<file path="src/rtl/router_rx_pkg.sv">
// rtl/router_rx_pkg.sv - shared types and constants for the router port receiver
package router_rx_pkg;

  localparam int BYTE_W             = 8;
  localparam int FIFO_DEPTH_DEFAULT = 4;

  typedef enum logic [0:0] {
    ST_IDLE = 1'b0,
    ST_RECV = 1'b1
  } rx_state_e;

  typedef struct packed {
    logic              last;
    logic [BYTE_W-1:0] data;
  } fifo_entry_t;

endpackage

</file>
<file path="src/rtl/router_rx_fifo.sv">
// rtl/router_rx_fifo.sv - synchronous FIFO of {last, data} entries
// Pointers carry one extra MSB so full and empty are distinguishable without a count.
module router_rx_fifo
  import router_rx_pkg::*;
#(
  parameter int DEPTH = FIFO_DEPTH_DEFAULT
) (
  input  logic        clock,
  input  logic        reset_n,
  input  logic        push,
  input  fifo_entry_t push_entry,
  input  logic        pop,
  output fifo_entry_t head,
  output logic        full,
  output logic        empty
);

  localparam int          AW      = $clog2(DEPTH);
  localparam logic [AW:0] PTR_ONE = (AW + 1)'(1);

  fifo_entry_t mem [DEPTH];
  logic [AW:0] wr_ptr;
  logic [AW:0] rd_ptr;
  logic        do_push;
  logic        do_pop;

  assign empty   = (wr_ptr == rd_ptr);
  assign full    = (wr_ptr[AW] != rd_ptr[AW]) && (wr_ptr[AW-1:0] == rd_ptr[AW-1:0]);
  assign do_pop  = pop & ~empty;
  // A pop in the same cycle frees the slot, so a full FIFO still accepts.
  assign do_push = push & (~full | do_pop);
  assign head    = empty ? '0 : mem[rd_ptr[AW-1:0]];

  always_ff @(posedge clock or negedge reset_n) begin
    if (!reset_n) begin
      wr_ptr <= '0;
      rd_ptr <= '0;
    end else begin
      if (do_push) wr_ptr <= wr_ptr + PTR_ONE;
      if (do_pop)  rd_ptr <= rd_ptr + PTR_ONE;
    end
  end

  always_ff @(posedge clock) begin
    if (do_push) mem[wr_ptr[AW-1:0]] <= push_entry;
  end

endmodule

</file>
<file path="src/rtl/router_port_rx.sv">
// rtl/router_port_rx.sv - serial router port receiver: bit reassembly, byte FIFO, packet/error counters
module router_port_rx
  import router_rx_pkg::*;
#(
  parameter int FIFO_DEPTH = FIFO_DEPTH_DEFAULT,
  parameter int CNT_W      = 16
) (
  input  logic              clock,
  input  logic              reset_n,
  input  logic              dout,
  input  logic              valido_n,
  input  logic              frameo_n,
  output logic [BYTE_W-1:0] byte_data,
  output logic              byte_last,
  output logic              byte_valid,
  input  logic              byte_ready,
  output logic [CNT_W-1:0]  pkt_count,
  output logic [CNT_W-1:0]  err_count,
  output logic              err_frame,
  output logic              err_ovf
);

  rx_state_e         state;
  rx_state_e         state_nxt;
  logic              armed;
  logic              capture;
  logic              abort;
  logic              last_bit;
  logic              byte_done;
  logic              frame_err;
  logic [2:0]        bit_cnt;
  logic [BYTE_W-1:0] shift_q;
  logic [BYTE_W-1:0] byte_nxt;
  logic              pend_valid;
  fifo_entry_t       pend_entry;
  fifo_entry_t       head;
  logic              fifo_full;
  logic              fifo_empty;
  logic              pop;
  logic              push;
  logic              ovf_drop;
  logic [1:0]        err_inc;
  logic [CNT_W:0]    err_sum;

  always_ff @(posedge clock or negedge reset_n) begin
    if (!reset_n) state <= ST_IDLE;
    else          state <= state_nxt;
  end

  // A packet may only start once frameo_n has been seen high since reset.
  always_comb begin
    state_nxt = state;
    capture   = 1'b0;
    abort     = 1'b0;
    case (state)
      ST_IDLE: begin
        if (!frameo_n && armed) begin
          state_nxt = ST_RECV;
          capture   = ~valido_n;
        end
      end
      ST_RECV: begin
        if (!valido_n) begin
          capture = 1'b1;
          if (frameo_n) state_nxt = ST_IDLE;
        end else if (frameo_n) begin
          abort     = 1'b1;
          state_nxt = ST_IDLE;
        end
      end
      default: state_nxt = ST_IDLE;
    endcase
  end

  assign last_bit  = capture & frameo_n;
  assign byte_done = capture & (bit_cnt == 3'd7);
  assign frame_err = abort | (last_bit & ~byte_done);
  assign byte_nxt  = {dout, shift_q[BYTE_W-1:1]};

  always_ff @(posedge clock or negedge reset_n) begin
    if (!reset_n) begin
      armed      <= 1'b0;
      bit_cnt    <= '0;
      shift_q    <= '0;
      pend_valid <= 1'b0;
      pend_entry <= '0;
    end else begin
      if (frameo_n) armed <= 1'b1;
      pend_valid <= byte_done;
      if (byte_done) pend_entry <= '{last: last_bit, data: byte_nxt};
      if (abort || last_bit) begin
        bit_cnt <= '0;
        shift_q <= '0;
      end else if (capture) begin
        bit_cnt <= bit_cnt + 3'd1;
        shift_q <= byte_nxt;
      end
    end
  end

  assign pop      = byte_ready & ~fifo_empty;
  assign push     = pend_valid & (~fifo_full | pop);
  assign ovf_drop = pend_valid & fifo_full & ~pop;

  router_rx_fifo #(
    .DEPTH (FIFO_DEPTH)
  ) u_fifo (
    .clock      (clock),
    .reset_n    (reset_n),
    .push       (push),
    .push_entry (pend_entry),
    .pop        (pop),
    .head       (head),
    .full       (fifo_full),
    .empty      (fifo_empty)
  );

  assign byte_valid = ~fifo_empty;
  assign byte_data  = head.data;
  assign byte_last  = head.last;

  assign err_inc = {1'b0, frame_err} + {1'b0, ovf_drop};
  assign err_sum = {1'b0, err_count} + {{(CNT_W-1){1'b0}}, err_inc};

  // A packet counts only when its final byte actually lands in the FIFO.
  always_ff @(posedge clock or negedge reset_n) begin
    if (!reset_n) begin
      pkt_count <= '0;
      err_count <= '0;
      err_frame <= 1'b0;
      err_ovf   <= 1'b0;
    end else begin
      if (push && pend_entry.last) pkt_count <= pkt_count + CNT_W'(1);
      err_count <= err_sum[CNT_W] ? '1 : err_sum[CNT_W-1:0];
      err_frame <= frame_err;
      err_ovf   <= ovf_drop;
    end
  end

endmodule

</file>
<file path="config.mk">
export PLATFORM = sky130hd
export DESIGN_NAME = router_port_rx
export DESIGN_NICKNAME = d
export VERILOG_FILES = /design/src/rtl/router_rx_pkg.sv /design/src/rtl/router_rx_fifo.sv /design/src/rtl/router_port_rx.sv
export SDC_FILE = /design/constraint.sdc
export NUM_CORES = 1
export LEC_CHECK = 0
export ABC_CLOCK_PERIOD_IN_PS = 5470
export CORE_MARGIN = 1
export CORE_UTILIZATION = 50
export CTS_CLUSTER_DIAMETER = 30
export DETAILED_ROUTE_END_ITERATION = 8
export GPL_ROUTABILITY_DRIVEN = 0
export PLACE_DENSITY = 0.72
export SYNTH_ARGS = -nofsm -noshare
export SYNTH_HDL_FRONTEND = slang
export SYNTH_HIERARCHICAL = 1
export SYNTH_SLANG_ARGS = --single-unit
</file>
<file path="constraint.sdc">
create_clock -name clock -period 5.47 [get_ports clock]
set_input_delay 1.094 -clock clock [delete_from_list [all_inputs] [get_ports clock]]
set_output_delay 1.094 -clock clock [all_outputs]
set_load 0.01 [all_outputs]
</file>
; ---- Word-level counts from Yosys, hierarchy flattened
; Memory sizes are Yosys's and may differ from the RTL's.
; Index checks and enable logic that the tools add are counted.
[word_totals]
reg_bits = 63
ramBits = 36
inputBits = 6
out_inout_bits = 44
elab_cells = 65
n_memories = 1
[op_classes]
addsub = 6
n_eq_ne = 4
muxes = 17
bitwise_logic = 18
n_reduce_logical = 6
[memory_table]
columns = name, words, word_bits, read_ports, rd_clocked_by_memory_dff, wr, line_no
row1 = u_fifo.mem, 4, 9, 1, 0, 1, router_rx_fifo.sv:21  ; fifo_entry_t mem [DEPTH];
[op_table]
columns = op, n
row1 = 16-bit by 2-bit adder with 17-bit output, 1
row2 = 16-bit by 1-bit adder with 16-bit output (second input constant), 1
row3 = 16-bit two-way mux, 1
row4 = 8-bit two-way mux, 2
row5 = 3-bit by 1-bit adder with 3-bit output (second input constant), 3
row6 = 1-bit AND, 9
row7 = 1-bit two-way mux, 9
row8 = 9-bit two-way mux, 1
row9 = 3-bit two-way mux, 2
row10 = 1-bit NOT, 6
row11 = 1-bit one-hot mux with 2 select lines, 2
row12 = 3-bit equality test, 1
row13 = 3-bit equality test (second input constant), 1
row14 = 1-bit logical AND, 3
row15 = 1-bit bitwise OR, 3
row16 = 1-bit by 1-bit adder with 2-bit output, 1
row17 = 2-bit equality test, 1
row18 = 2-bit nonzero test, 1
row19 = 1-bit logical NOT, 1
row20 = 1-bit logical OR, 1
row21 = 1-bit != test, 1

; ---- Longest topological paths before layout
[logic_depth]
ltp_word = 11
ltp_mapped = 11
ltp_nobuf = 10

; ---- By module
; The synthesis kept the hierarchy.
[modules_own_cells]
columns = module, instances, cells_each, area_each_um2, seq_area_each_um2
row1 = router_port_rx, 1, 215, 2522.4, 1401.3
row2 = router_rx_fifo, 1, 91, 1785.5, 1231.2

; ---- Least setup slack after synthesis
; Ideal clock, no wire load.
[synth_timing]
path_kind = flip-flop to flip-flop
from = reg u_fifo.rd_ptr[1]
to = reg err_count[3]
setup_ns = 0.065
t_arrival_ns = 2.787
t_required_ns = 5.405
path_slack_ns = 2.618
stages_incl_launch_ff = 12
n_path_buf = 1
period_less_slack_ns = 2.852
path_cell_list = dfrtp_1 xor2_2 nor3_2 nand2b_4 and3_1 fa_1 ha_1 nand4_1 nor2_1 nand3_1 buf_2 nand2_1
[synth_via]
elab_chain_len = 8
word_cells_on_any_way = 11
classes_between = add/sub (2) / eq/ne (2) / mux (1) / bitwise (5) / reduce/logical (1)
[synth_rtl]
columns = element, line_no
row1 = from (decl), router_rx_fifo.sv:23  ; logic [AW:0] rd_ptr;
row2 = from (signal assigned), router_rx_fifo.sv:40  ; if (do_pop) rd_ptr <= rd_ptr + PTR_ONE;
row3 = 3-bit equality test, router_rx_fifo.sv:27  ; assign empty = (wr_ptr == rd_ptr);
row4 = net fifo_empty, router_port_rx.sv:38  ; logic fifo_empty;
row5 = 1-bit NOT, router_port_rx.sv:101  ; assign pop = byte_ready & ~fifo_empty;
row6 = 1-bit AND, router_port_rx.sv:101
row7 = 1-bit NOT, router_port_rx.sv:103  ; assign ovf_drop = pend_valid & fifo_full & ~pop;
row8 = 1-bit AND, router_port_rx.sv:103
row9 = net ovf_drop, router_port_rx.sv:41  ; logic ovf_drop;
row10 = 1-bit by 1-bit adder with 2-bit output, router_port_rx.sv:122  ; assign err_inc = {1'b0, frame_err} + {1'b0, ovf_drop};
row11 = 16-bit by 2-bit adder with 17-bit output, router_port_rx.sv:123  ; assign err_sum = {1'b0, err_count} + {{(CNT_W-1){1'b0}}, err_inc};
row12 = 16-bit two-way mux, router_port_rx.sv:134  ; err_count <= err_sum[CNT_W] ? '1 : err_sum[CNT_W-1:0];
row13 = to (signal assigned), router_port_rx.sv:134
row14 = to (decl), router_port_rx.sv:18  ; output logic [CNT_W-1:0] err_count,
; The timed path passes the listed nets, and every way through them passes these cells.
; A chain may end at the register's enable or synchronous reset.

; ---- Final worst setup path
[layout_timing]
from = reg u_fifo.rd_ptr[0]
to = reg err_count[0]
; The elaborated chain is that of the path after synthesis.

==> metrics <==
Cell Area, Synth=4310 um2; Synth Warn #=6; clock skew after layout=0.00912 ns; Final nets=approximately 380; final WL=between 7 and 8 mm; most common cell in the synthesized netlist=dfrtp_1; cts hold-fix bufs=0; run status=finished clean; total of max-cap violations=0; drt pass-1 iters=4; Starting Density=52.2%; vias=roughly 2500; GRT Overall Usage=around 18%; FF-to-FF Start=u_fifo/rd_ptr[0]; vias in the first global route=roughly 2400; Synth cell types=between 40 and 50; CP Launch Type=flip-flop; CORE AREA=8260 um2; area grow syn2layout=18.3%; Post-synth top cells=dfrtp_1 (62), edfxtp_1 (36), xnor2_1 (26); Seq cells post-synth=98; final setup vio count=0; Slew headroom=between 20% and 30%; Iteration-0 DRC Markers=roughly 50; Slew @ Worst Pin=about 1.1 ns; drt wl/cell=15.2 um; CTS sink cnt=between 90 and 100; die width=94.8 um; WHS=approximately 0.47 ns; Clk Latency, worst-skew pair=between 0.3 and 0.4 ns; sequential element share of the synthesized area=~60%; chip height=approximately 95 um; PortBufs=between 40 and 50; CP endpoint kind=flip-flop; FF-to-FF End=err_count[0]; Final Cycle Share=71.5%; cell taking the most area after synthesis=dfrtp_1; share of flip-flops with an asynchronous set or reset=a little over three fifths; Ports=50; CP arrival=between 4 and 5 ns; CP required=roughly 5.8 ns; fin. max-slew vios=0; Crit Path Max Fanout=13; share of cells above drive strength 1=between 10% and 20%; flop-to-flop setup slack=1.56 ns; root buffer cell=clkbuf_8; DRT antenna net count=0; minimum clock period=3.91 ns; clock slew at reported path FFs=approximately 0.090 ns; min-delay worst type=flip-flop to flip-flop; row count=33; static leakage=approximately 2.1 nW; first-pass GRT wire length=roughly 12 mm; worst r2r path cells=10; n_diodes=0; Mapped Cells=between 300 and 400; CP Class=flip-flop to flip-flop; DR vias/cell=~5.3; syn avg cell area=around 14 um2; DP HPWL=approximately 5.0 mm; worst hold path startpoint=pkt_count[15]; setup TNS=0 ns; largest net degree at the start of global routing=63; Final Hold Vio Count=0; RSZ-0062 raised after global routing=false; Synth top area share=between 30% and 40%; CTS tree=done; Setup Buffers After CTS=0; GRT overflow=0; DRC errors left=0; H-tree Lvls=3; Highest Clock Rate=about 260 MHz; initial antenna violation count=0; die area=between 8000 and 9000 um2; number of flops mapped to enable cells by yosys=36; total CTS buffers=9; hold endpoint=pkt_count[15]; Power Dens Cells=between 300 and 400 nW/um2; Area contributors post-synth=dfrtp_1 (36%), edfxtp_1 (25%), xnor2_1 (5.3%), mux4_2 (4.7%), ha_1 (2.6%); clock buffer depth=2; Top FF cell, synth=dfrtp_1; syn nets=roughly 320; Max IR drop VDD=0.209 mV; CTS resizes=0; WHS Path Cells=1
[layout make-up]
cell class                      count  area (um2)
Fill cell                         666        3160
Sequential cell                    98        2630
Multi-Input combinational cell    191        1610
Timing Repair Buffer               50         493
Clock buffer                       11         131
Tap cell                          105         131
Clock inverter                      5        55.1
Inverter                           12        45.0
[critical path, cell delays in order (launching register included)]
cell      delay (ns)
dfrtp_1         0.81
xor2_2          0.28
nor3_2          0.63
nand2b_4        0.32
and3_1          0.24
fa_1            0.25
ha_1            0.24
nand4_1         0.18
nor2_1          0.26
nand3_1         0.42
nand2b_1        0.20
[kinds of logic after synthesis]
| kind of cell | Yosys count | share of synthesized area, % |
|---|---|---|
| AND/OR/NAND/NOR | 101 | 12.7 |
| flip-flops | 98 | 61.1 |
| XOR/XNOR | 35 | 7.46 |
| multiplexers | 31 | 10.2 |
| buffers and inverters | 17 | 1.57 |
| AO/OA/AOI/OAI | 14 | 3.86 |
| adder cells (fa/ha/maj) | 10 | 3.08 |
[worst max-delay path by stage]
stage	to	depth (start not counted)	startpoint	slack [ns]
3_5_place_dp	err_count[0]	9	frameo_n	1.40
5_1_grt	err_count[0]	10	u_fifo/rd_ptr[0]	1.13
3_3_place_gp	err_count[0]	9	frameo_n	1.54
4_1_cts	err_count[0]	10	u_fifo/rd_ptr[0]	1.44
2_1_floorplan	err_count[3]	11	u_fifo/rd_ptr[1]	2.62
6_report	err_count[0]	10	u_fifo/rd_ptr[0]	1.56
[metal layers]
layer	GRT usage (%)	up-vias	share of wire [%]
li1	-	1198	-
met1	24.8	1244	47
met2	26.7	43	48
met3	3.38	10	3.3
met4	7.95	0	1.5
met5	0	-	0
[through the flow]
stage / total power [W] / setup WS (ns) / cell area, um2 / utilization, % / std cells
2_1_floorplan: 0.00125 / 2.62 / 4310 / - / 306
3_3_place_gp: 0.00146 / 1.54 / 4910 / 59.5 / 456
3_5_place_dp: 0.00148 / 1.40 / 4910 / 59.5 / 456
4_1_cts: 0.00193 / 1.44 / 5100 / 61.7 / 472
5_1_grt: 0.00201 / 1.13 / 5100 / 61.7 / 472
6_report: 0.00190 / 1.56 / 5100 / 61.7 / 472
[flip-flops by register name (all words and copies together) (netlist names)]
name           cells
err_count         16
pkt_count         16
u_fifo/wr_ptr      3
state              1
err_frame          1
bit_cnt            3
u_fifo/mem        36
shift_q            7
err_ovf            1
pend_valid         1
pend_entry         9
u_fifo/rd_ptr      3
armed              1
[placed cells by master (no fill, tap or decap), drive strengths merged, types with 2 or more instances in the layout]
cell type | synthesis | layout
mux4 | 9 | 9
and3 | 5 | 5
inv | 12 | 13
o41ai | 2 | 2
clkinv | 0 | 2
clkbuf | 1 | 11
xor2 | 9 | 9
edfxtp | 36 | 36
nor2b | 11 | 11
nand3 | 13 | 13
nand2b | 3 | 3
xnor2 | 26 | 26
dfrtp | 62 | 62
nor2 | 22 | 22
nor3 | 8 | 8
nand4 | 9 | 9
clkdlybuf4s50 | 0 | 48
and2 | 3 | 3
mux2i | 9 | 9
buf | 4 | 2
nand2 | 22 | 22
a2111oi | 2 | 2
ha | 9 | 9
o21ai | 2 | 2
mux2 | 13 | 13
[where the power goes]
part           total [W]  switching [W]  leakage (nW)  internal, W
Clock           0.000447       0.000236        0.0914     0.000211
Combinational   0.000513       0.000225         0.871     0.000288
Sequential      0.000940       0.000116          1.13     0.000823
(Power assumes the default switching activity.)
